**src/rtl/pipe_pkg.sv**
```systemverilog
// Shared definitions for the RV32I pipeline stages.
// ALU op codes, forwarding selects and datapath widths.
package pipe_pkg;

    localparam int XLEN   = 32;
    localparam int REG_AW = 5;

    localparam logic [2:0] ALU_ADD = 3'b000;
    localparam logic [2:0] ALU_SUB = 3'b001;
    localparam logic [2:0] ALU_AND = 3'b010;
    localparam logic [2:0] ALU_OR  = 3'b011;
    localparam logic [2:0] ALU_SLT = 3'b101;

    localparam logic [1:0] FWD_RF  = 2'b00;
    localparam logic [1:0] FWD_WB  = 2'b01;
    localparam logic [1:0] FWD_MEM = 2'b10;

    // Memory stage wins when both later stages write the source register.
    function automatic logic [1:0] fwd_sel(
        input logic              regwrite_m,
        input logic [REG_AW-1:0] rd_m,
        input logic              regwrite_w,
        input logic [REG_AW-1:0] rd_w,
        input logic [REG_AW-1:0] rs
    );
        if (regwrite_m && rd_m != '0 && rd_m == rs)
            return FWD_MEM;
        else if (regwrite_w && rd_w != '0 && rd_w == rs)
            return FWD_WB;
        else
            return FWD_RF;
    endfunction

endpackage

```
**src/rtl/alu.sv**
```systemverilog
// Combinational 32-bit ALU for the execute stage.
// Unlisted op codes produce zero.
module alu
    import pipe_pkg::*;
(
    input  logic [XLEN-1:0] SrcA,
    input  logic [XLEN-1:0] SrcB,
    input  logic [2:0]      ALUControl,
    output logic [XLEN-1:0] Result,
    output logic            Zero
);

    always_comb begin
        Result = '0;
        case (ALUControl)
            ALU_ADD: Result = SrcA + SrcB;
            ALU_SUB: Result = SrcA - SrcB;
            ALU_AND: Result = SrcA & SrcB;
            ALU_OR:  Result = SrcA | SrcB;
            ALU_SLT: Result = {{(XLEN-1){1'b0}},
                               $signed(SrcA) < $signed(SrcB)};
            default: Result = '0;
        endcase
    end

    assign Zero = (Result == '0);

endmodule

```
**src/rtl/execute_stage.sv**
```systemverilog
// RV32I EX stage: forwarding, ALU, branch resolution, EX/MEM register.
// Define FWD_INTERNAL_EN to derive forwarding selects locally.
module execute_stage
    import pipe_pkg::*;
(
    input  logic              clk,
    input  logic              rst,
    input  logic              RegWriteE,
    input  logic              MemWriteE,
    input  logic              MemReadE,
    input  logic              ResultSrcE,
    input  logic              BranchE,
    input  logic              ALUSrcE,
    input  logic [2:0]        ALUControlE,
    input  logic [XLEN-1:0]   RD1_E,
    input  logic [XLEN-1:0]   RD2_E,
    input  logic [XLEN-1:0]   Imm_Ext_E,
    input  logic [XLEN-1:0]   PCE,
    input  logic [XLEN-1:0]   PCPlus4E,
    input  logic [REG_AW-1:0] RS1_E,
    input  logic [REG_AW-1:0] RS2_E,
    input  logic [REG_AW-1:0] RD_E,
    input  logic [1:0]        ForwardAE,
    input  logic [1:0]        ForwardBE,
    input  logic              RegWriteW,
    input  logic [REG_AW-1:0] RDW,
    input  logic [XLEN-1:0]   ResultW,
    output logic              PCSrcE,
    output logic [XLEN-1:0]   PCTargetE,
    output logic              RegWriteM,
    output logic              MemWriteM,
    output logic              MemReadM,
    output logic              ResultSrcM,
    output logic [XLEN-1:0]   ALUResultM,
    output logic [XLEN-1:0]   WriteDataM,
    output logic [XLEN-1:0]   PCPlus4M,
    output logic [REG_AW-1:0] RD_M
);

    logic              r_regwrite_m;
    logic              r_memwrite_m;
    logic              r_memread_m;
    logic              r_resultsrc_m;
    logic [XLEN-1:0]   r_alu_m;
    logic [XLEN-1:0]   r_wd_m;
    logic [XLEN-1:0]   r_pc4_m;
    logic [REG_AW-1:0] r_rd_m;

    logic [1:0]        w_fwd_a;
    logic [1:0]        w_fwd_b;
    logic [XLEN-1:0]   w_src_a;
    logic [XLEN-1:0]   w_wd_e;
    logic [XLEN-1:0]   w_src_b;
    logic [XLEN-1:0]   w_alu_res;
    logic              w_zero;
    logic              w_unused;

`ifdef FWD_INTERNAL_EN
    assign w_fwd_a  = fwd_sel(r_regwrite_m, r_rd_m,
                              RegWriteW, RDW, RS1_E);
    assign w_fwd_b  = fwd_sel(r_regwrite_m, r_rd_m,
                              RegWriteW, RDW, RS2_E);
    assign w_unused = ^{ForwardAE, ForwardBE};
`else
    assign w_fwd_a  = ForwardAE;
    assign w_fwd_b  = ForwardBE;
    assign w_unused = ^{RS1_E, RS2_E, RegWriteW, RDW};
`endif

    always_comb begin
        w_src_a = RD1_E;
        case (w_fwd_a)
            FWD_WB:  w_src_a = ResultW;
            FWD_MEM: w_src_a = r_alu_m;
            default: w_src_a = RD1_E;
        endcase
    end

    always_comb begin
        w_wd_e = RD2_E;
        case (w_fwd_b)
            FWD_WB:  w_wd_e = ResultW;
            FWD_MEM: w_wd_e = r_alu_m;
            default: w_wd_e = RD2_E;
        endcase
    end

    assign w_src_b = ALUSrcE ? Imm_Ext_E : w_wd_e;

    alu u_alu (
        .SrcA       (w_src_a),
        .SrcB       (w_src_b),
        .ALUControl (ALUControlE),
        .Result     (w_alu_res),
        .Zero       (w_zero)
    );

    // beq arrives as sub, so equality shows up as a zero result.
    assign PCSrcE    = BranchE & w_zero;
    assign PCTargetE = PCE + Imm_Ext_E;

    always_ff @(posedge clk) begin
        if (rst) begin
            r_regwrite_m  <= 1'b0;
            r_memwrite_m  <= 1'b0;
            r_memread_m   <= 1'b0;
            r_resultsrc_m <= 1'b0;
            r_alu_m       <= '0;
            r_wd_m        <= '0;
            r_pc4_m       <= '0;
            r_rd_m        <= '0;
        end else begin
            r_regwrite_m  <= RegWriteE;
            r_memwrite_m  <= MemWriteE;
            r_memread_m   <= MemReadE;
            r_resultsrc_m <= ResultSrcE;
            r_alu_m       <= w_alu_res;
            r_wd_m        <= w_wd_e;
            r_pc4_m       <= PCPlus4E;
            r_rd_m        <= RD_E;
        end
    end

    assign RegWriteM  = r_regwrite_m;
    assign MemWriteM  = r_memwrite_m;
    assign MemReadM   = r_memread_m;
    assign ResultSrcM = r_resultsrc_m;
    assign ALUResultM = r_alu_m;
    assign WriteDataM = r_wd_m;
    assign PCPlus4M   = r_pc4_m;
    assign RD_M       = r_rd_m;

endmodule

```
**config.mk**
```make
export PLATFORM = sky130hd
export DESIGN_NAME = execute_stage
export DESIGN_NICKNAME = d
export VERILOG_FILES = /design/src/rtl/pipe_pkg.sv /design/src/rtl/alu.sv /design/src/rtl/execute_stage.sv
export SDC_FILE = /design/constraint.sdc
export NUM_CORES = 1
export LEC_CHECK = 0
export CAP_MARGIN = 0
export CORE_UTILIZATION = 45
export CTS_CLUSTER_DIAMETER = 200
export DETAILED_ROUTE_END_ITERATION = 16
export PLACE_DENSITY = 0.79
export SLEW_MARGIN = 30
export SYNTH_ARGS = -nofsm -noshare
export SYNTH_HDL_FRONTEND = slang
export SYNTH_SLANG_ARGS = --single-unit
export TNS_END_PERCENT = 20
```
**constraint.sdc**
```tcl
create_clock -name clk -period 11.4 [get_ports clk]
set_input_delay 1.71 -clock clk [delete_from_list [all_inputs] [get_ports clk]]
set_output_delay 1.71 -clock clk [all_outputs]
set_load 0.005 [all_outputs]
```
## Word-level counts from Yosys, hierarchy flattened

Cells that the tools add are included.

| operators by class | value |
|---|---|
| add/subtract/negate cells | 3 |
| order comparisons | 1 |
| equal/unequal tests | 8 |
| mux-type cells | 4 |
| bitwise operators | 3 |
| reductions and logical operators | 2 |

Operators with widths:

| cell | number |
|---|---|
| 32-bit case mux with 5 select lines | 1 |
| 32-bit case mux with 2 select lines | 2 |
| 32-bit adder | 2 |
| 32-bit AND | 1 |
| 32-bit logical NOT | 1 |
| 32-bit < comparator | 1 |
| 32-bit two-way mux | 1 |
| 32-bit OR | 1 |
| 32-bit subtractor | 1 |
| 3-bit by 2-bit equality test with 1-bit output, second input constant | 2 |
| 2-bit by 1-bit equality test with 1-bit output, second input constant | 2 |
| 2-bit equality test, second input constant | 2 |
| 3-bit by 1-bit equality test with 1-bit output, second input constant | 1 |
| 3-bit equality test, second input constant | 1 |
| 3-bit logical NOT | 1 |
| 1-bit AND | 1 |

| storage, ports and cells | value |
|---|---|
| bits in registers | 105 |
| bits of input ports | 228 |
| output and inout bits | 138 |
| word-level logic and storage cells | 29 |

## Depth between registers and ports, before layout

| logic depth | value |
|---|---|
| depth after elaboration | 7 |
| gate-level depth with buffers | 20 |

## Cells and area by module

Synthesis repeated with hierarchy kept, for this count alone.

| unflattened totals | value |
|---|---|
| cells, all modules | 1562 |
| area total of the unflattened synthesis | 11263.3 um^2 |

Modules (own cells, without submodules):

| module | times used | cells an instance | area an instance (um^2) |
|---|---|---|---|
| execute_stage | 1 | 744 | 5898.2 |
| alu | 1 | 818 | 5365.1 |

## Worst setup path before layout

Ideal clock, no wire load.

| path | value |
|---|---|
| kind | input-to-output |
| start | input port ForwardBE[0] |
| end | output port PCSrcE |
| arrival | 5905 ps |
| required time | 9690 ps |
| path slack | 3785 ps |
| stages | 20 |
| cell sequence | inv_1 > ha_1 > clkbuf_1 > buf_1 > a21oi_1 > o21ai_0 > ha_1 > inv_1 > fa_1 > and2b_1 > o211ai_1 > o211ai_1 > nand4_1 > nand2_1 > a41oi_1 > o41ai_1 > xnor2_1 > a211oi_1 > nand4_1 > a2111oi_2 |

| between the ends | value |
|---|---|
| longest elaborated chain between the ends | 7 |

Ends and longest elaborated chain:

| item | line | source |
|---|---|---|
| start: declaration | execute_stage.sv:24 | `input logic [1:0] ForwardBE,` |
| 2-bit equality test / 2-bit by 1-bit equality test with 1-bit output (equally long branches) | execute_stage.sv:81 | `case (w_fwd_b)` |
| 32-bit case mux with 2 select lines * | execute_stage.sv:81 |  |
| 32-bit two-way mux * | execute_stage.sv:88 | `assign w_src_b = ALUSrcE ? Imm_Ext_E : w_wd_e;` |
| 32-bit subtractor (tied with other cells) | alu.sv:17 | `ALU_SUB: Result = SrcA - SrcB;` |
| 32-bit case mux with 5 select lines * | alu.sv:15 | `case (ALUControl)` |
| 32-bit logical NOT * | alu.sv:26 | `assign Zero = (Result == '0);` |
| 1-bit AND * | execute_stage.sv:99 | `assign PCSrcE = BranchE & w_zero;` |
| end: declaration | execute_stage.sv:28 | `output logic PCSrcE,` |

Mark *: on every way between the ends. The rest lies on a longest branch, timed or not.

## Worst setup path in the final report

Ends and elaborated chain as after synthesis.

==> summary.txt <==
STA
  – Clock period minus worst slack: 10,000 ps
  – Setup_tns: 0 ps
  – Measured slew at the worst slew-check pin: 1010 ps
  – Setup violators final: 0
  – Clock skew: 8.54 ps
  – Fmax: 0.100 GHz
  – Final period utilization: just under 90%
  – Fin. max-slew vios: 0
  – RSZ-0062 raised after global routing: false
  – Slew HR: 32.2%
  – Hold Vio Cnt, Final: 0

Min path
  – Worst min path class: reg -> reg

Die
  – Die width: 156 µm
  – DIE AREA: 24,400 µm²
  – # IOs: 366
  – Initial Utilization: 45.8%
  – Die height: 156 µm
  – Rows: 56
  – Core area: 23,400 µm²

Logic synthesis
  – EDFF count, synth: 0
  – Mapped cell area: 10,700 µm²
  – Cell count after synthesis: 1,493
  – Synth Warn #: 0
  – Number of synthesized register bits: 105
  – Seq/Total Area, Yosys: around 20%
  – Synthesized net count: 1,855
  – Async SR Flop Fraction: 0%
  – Synth Area per Inst: 7.18 µm²
  – Count of cell types in the netlist: 78
  – Most used DFF post-synth: dfxtp_1

Finish
  – Non-Filler Instances: 2,107
  – Synth-to-layout area growth: 36.9%
  – Sequential Area: about 2100 µm²
  – Share of cells above drive strength 1: 2.92%
  – Filler cells: approximately 2,200
  – Multi-input gate area: between 7000 and 8000 µm²
  – Final #Nets: roughly 2,100

Routing
  – Vias: around 12,000
  – DRC viols: 0
  – Met3 wire length: 3310 µm
  – Drt first pass iters: 6
  – Met1 WL: roughly 17,000 µm
  – Top Layer Used: met4
  – Drt wl/cell: 21.3 µm
  – Met2 WL post-DR: ~21,000 µm
  – Routed WL: between 40,000 and 50,000 µm
  – Initial DRC count: 1,119
  – Routed vias/inst: 5.88
  – Number of routed nets with antenna violations: 0

Job
  – Max Cap Violations: 0

Clock tree
  – Num CTS Buffers: 9
  – TritonCTS Sinks: 105
  – Post-CTS resize count: 0
  – Worst skew pair latency: 360 ps
  – Clk pin slew, worst setup/hold paths: around 80 ps
  – Hold_buf cts: 0
  – TritonCTS clock tree: done
  – Post-CTS setup buffer count: 0
  – CTS Buffer Depth: 2
  – H-tree levels: 3
  – Clock Tree Root: clkbuf_16

Critical path
  – CP Max Fanout: 36
  – CP Capture Type: output pin
  – Critical path required time: 9690 ps
  – Launching element type of the critical path: primary input
  – Worst Path Arrival: ~8300 ps
  – Crit Path Class: in -> out

Placement
  – Number of instances in the placed design: about 2,100
  – Dpl hpwl: between 30,000 and 40,000 µm
  – Buffers added on ports: 349
  – GPL Wtd Cong: between 0.9 and 1

Power
  – VDD IR-drop max: about 0.069 mV
  – Pwr Density: 108 nW/µm²
  – Tot Pwr: 0.00159 W
  – Leakage power total: 6.02 nW

GRT
  – First-pass GRT wire length: approximately 66,000 µm
  – GRT Overall Usage: between 30 and 40%
  – Largest net degree at the start of global routing: 68
  – GRT overflow: 0
  – Vias in the first global route: 11,900
  – Initial antenna violation count: 5

Run status
  – Outcome: complete, no violations
state kept, by name (all words and copies together), names as in the netlist:
name and cells:
MemWriteM 1, MemReadM 1, RD_M 5, WriteDataM 32, PCPlus4M 32, ResultSrcM 1
RegWriteM 1, ALUResultM 32
report_power, final:
group	total, W	internal [W]	switching, W
Sequential	0.000412	0.000394	0.0000174
Clock	0.000327	0.000158	0.000169
Combinational	0.000851	0.000381	0.000470
critical path, cell delays in order:
cell,delay [ps]
clkdlybuf4s50_1,480
inv_1,50
ha_2,730
a21oi_1,180
o21ai_0,410
ha_1,290
inv_1,80
fa_1,430
and2b_1,270
o211ai_1,150
o211ai_1,410
a31oi_1,200
a221o_1,330
o211ai_1,140
nand4_1,120
a2111oi_0,810
and4b_1,370
nand4_1,130
a2111oi_2,430
clkdlybuf4s50_1,580
cells in the mapped netlist (all sizes together), types with 8 or more instances:
cell	n	area (µm²)
nor2	177	664
ha	131	1640
a21oi	124	621
o21ai	120	601
nand2	118	443
inv	112	420
dfxtp	105	2100
clkbuf	72	270
a22oi	66	495
nor2b	66	413
xnor2	42	368
nor3	31	155
a211oi	29	235
a21o	28	210
o21bai	21	158
buf	17	73.8
nand3	15	75.1
nand4	15	93.8
o211ai	12	90.1
o21a	12	90.1
nor4	11	68.8
a221oi	10	87.6
xor2	10	87.6
a31oi	9	56.3
nand2b	9	56.3
o31ai	9	67.6
and3	8	50.1
or2	8	50.1
cells in the final DEF (no fill, tap or decap), types with 15 or more instances in the layout:
master	instances
a211oi_1	27
a21o_1	28
a21oi_1	124
a22oi_1	66
clkdlybuf4s50_1	346
dfxtp_1	105
ha_1	129
inv_1	112
nand2_1	118
nand3_1	15
nand4_1	15
nor2_1	177
nor2b_1	66
nor3_1	31
o21ai_0	117
o21bai_1	21
xnor2_1	42
metrics by stage:
| step | setup slack (ps) | hold WS (ps) | instance area (µm²) | util, % |
|---|---|---|---|---|
| floorplan | 3780 | 634 | 10700 | - |
| global placement | 1530 | 656 | 14400 | 61.3 |
| detailed placement | 1480 | 656 | 14400 | 61.3 |
| CTS | 1460 | 667 | 14700 | 62.6 |
| global route | 1040 | 738 | 14700 | 62.7 |
| finish | 1400 | 670 | 14700 | 62.7 |
final cells by class:
| type | count | area share (%) |
|---|---|---|
| Antenna cell | 7 | 0.119 |
| Clock buffer | 9 | 1.53 |
| Clock inverter | 7 | 0.546 |
| Inverter | 112 | 2.86 |
| Multi-Input combinational cell | 1187 | 53.5 |
| Sequential cell | 105 | 14.3 |
| Tap cell | 319 | 2.72 |
| Timing Repair Buffer | 361 | 24.3 |
logic make-up (layout without fill, tap and decap cells):
group,after synthesis,in the layout,synth area share (%)
buffers and inverters,201,489,7.13
AND/OR/NAND/NOR,487,487,21.4
adder cells (fa/ha/maj),134,134,15.8
XOR/XNOR,52,52,4.25
AO/OA/AOI/OAI,510,510,31.2
other,0,7,0
multiplexers,4,4,0.490
flip-flops,105,105,19.6
worst paths after layout:
kind	start	depth (start not counted)	endpoint	slack, ps
setup / recovery	ForwardBE[0]	20	PCSrcE	1400
hold reg to reg	ALUResultM[27]$_SDFF_PP0_	4	WriteDataM[27]$_SDFF_PP0_	670
hold / removal	ALUResultM[27]$_SDFF_PP0_	4	WriteDataM[27]$_SDFF_PP0_	670
setup reg to reg	ALUResultM[0]$_SDFF_PP0_	18	ALUResultM[30]$_SDFF_PP0_	6290
per-layer routing:
| metal | track usage [%] | vias up |
|---|---|---|
| met5 | 0 | - |
| met4 | 22.0 | 0 |
| met3 | 6.23 | 149 |
| met2 | 61.1 | 609 |
| met1 | 40.4 | 5743 |
| li1 | - | 5884 |
Note: power is estimated with default switching activity, not from simulation.
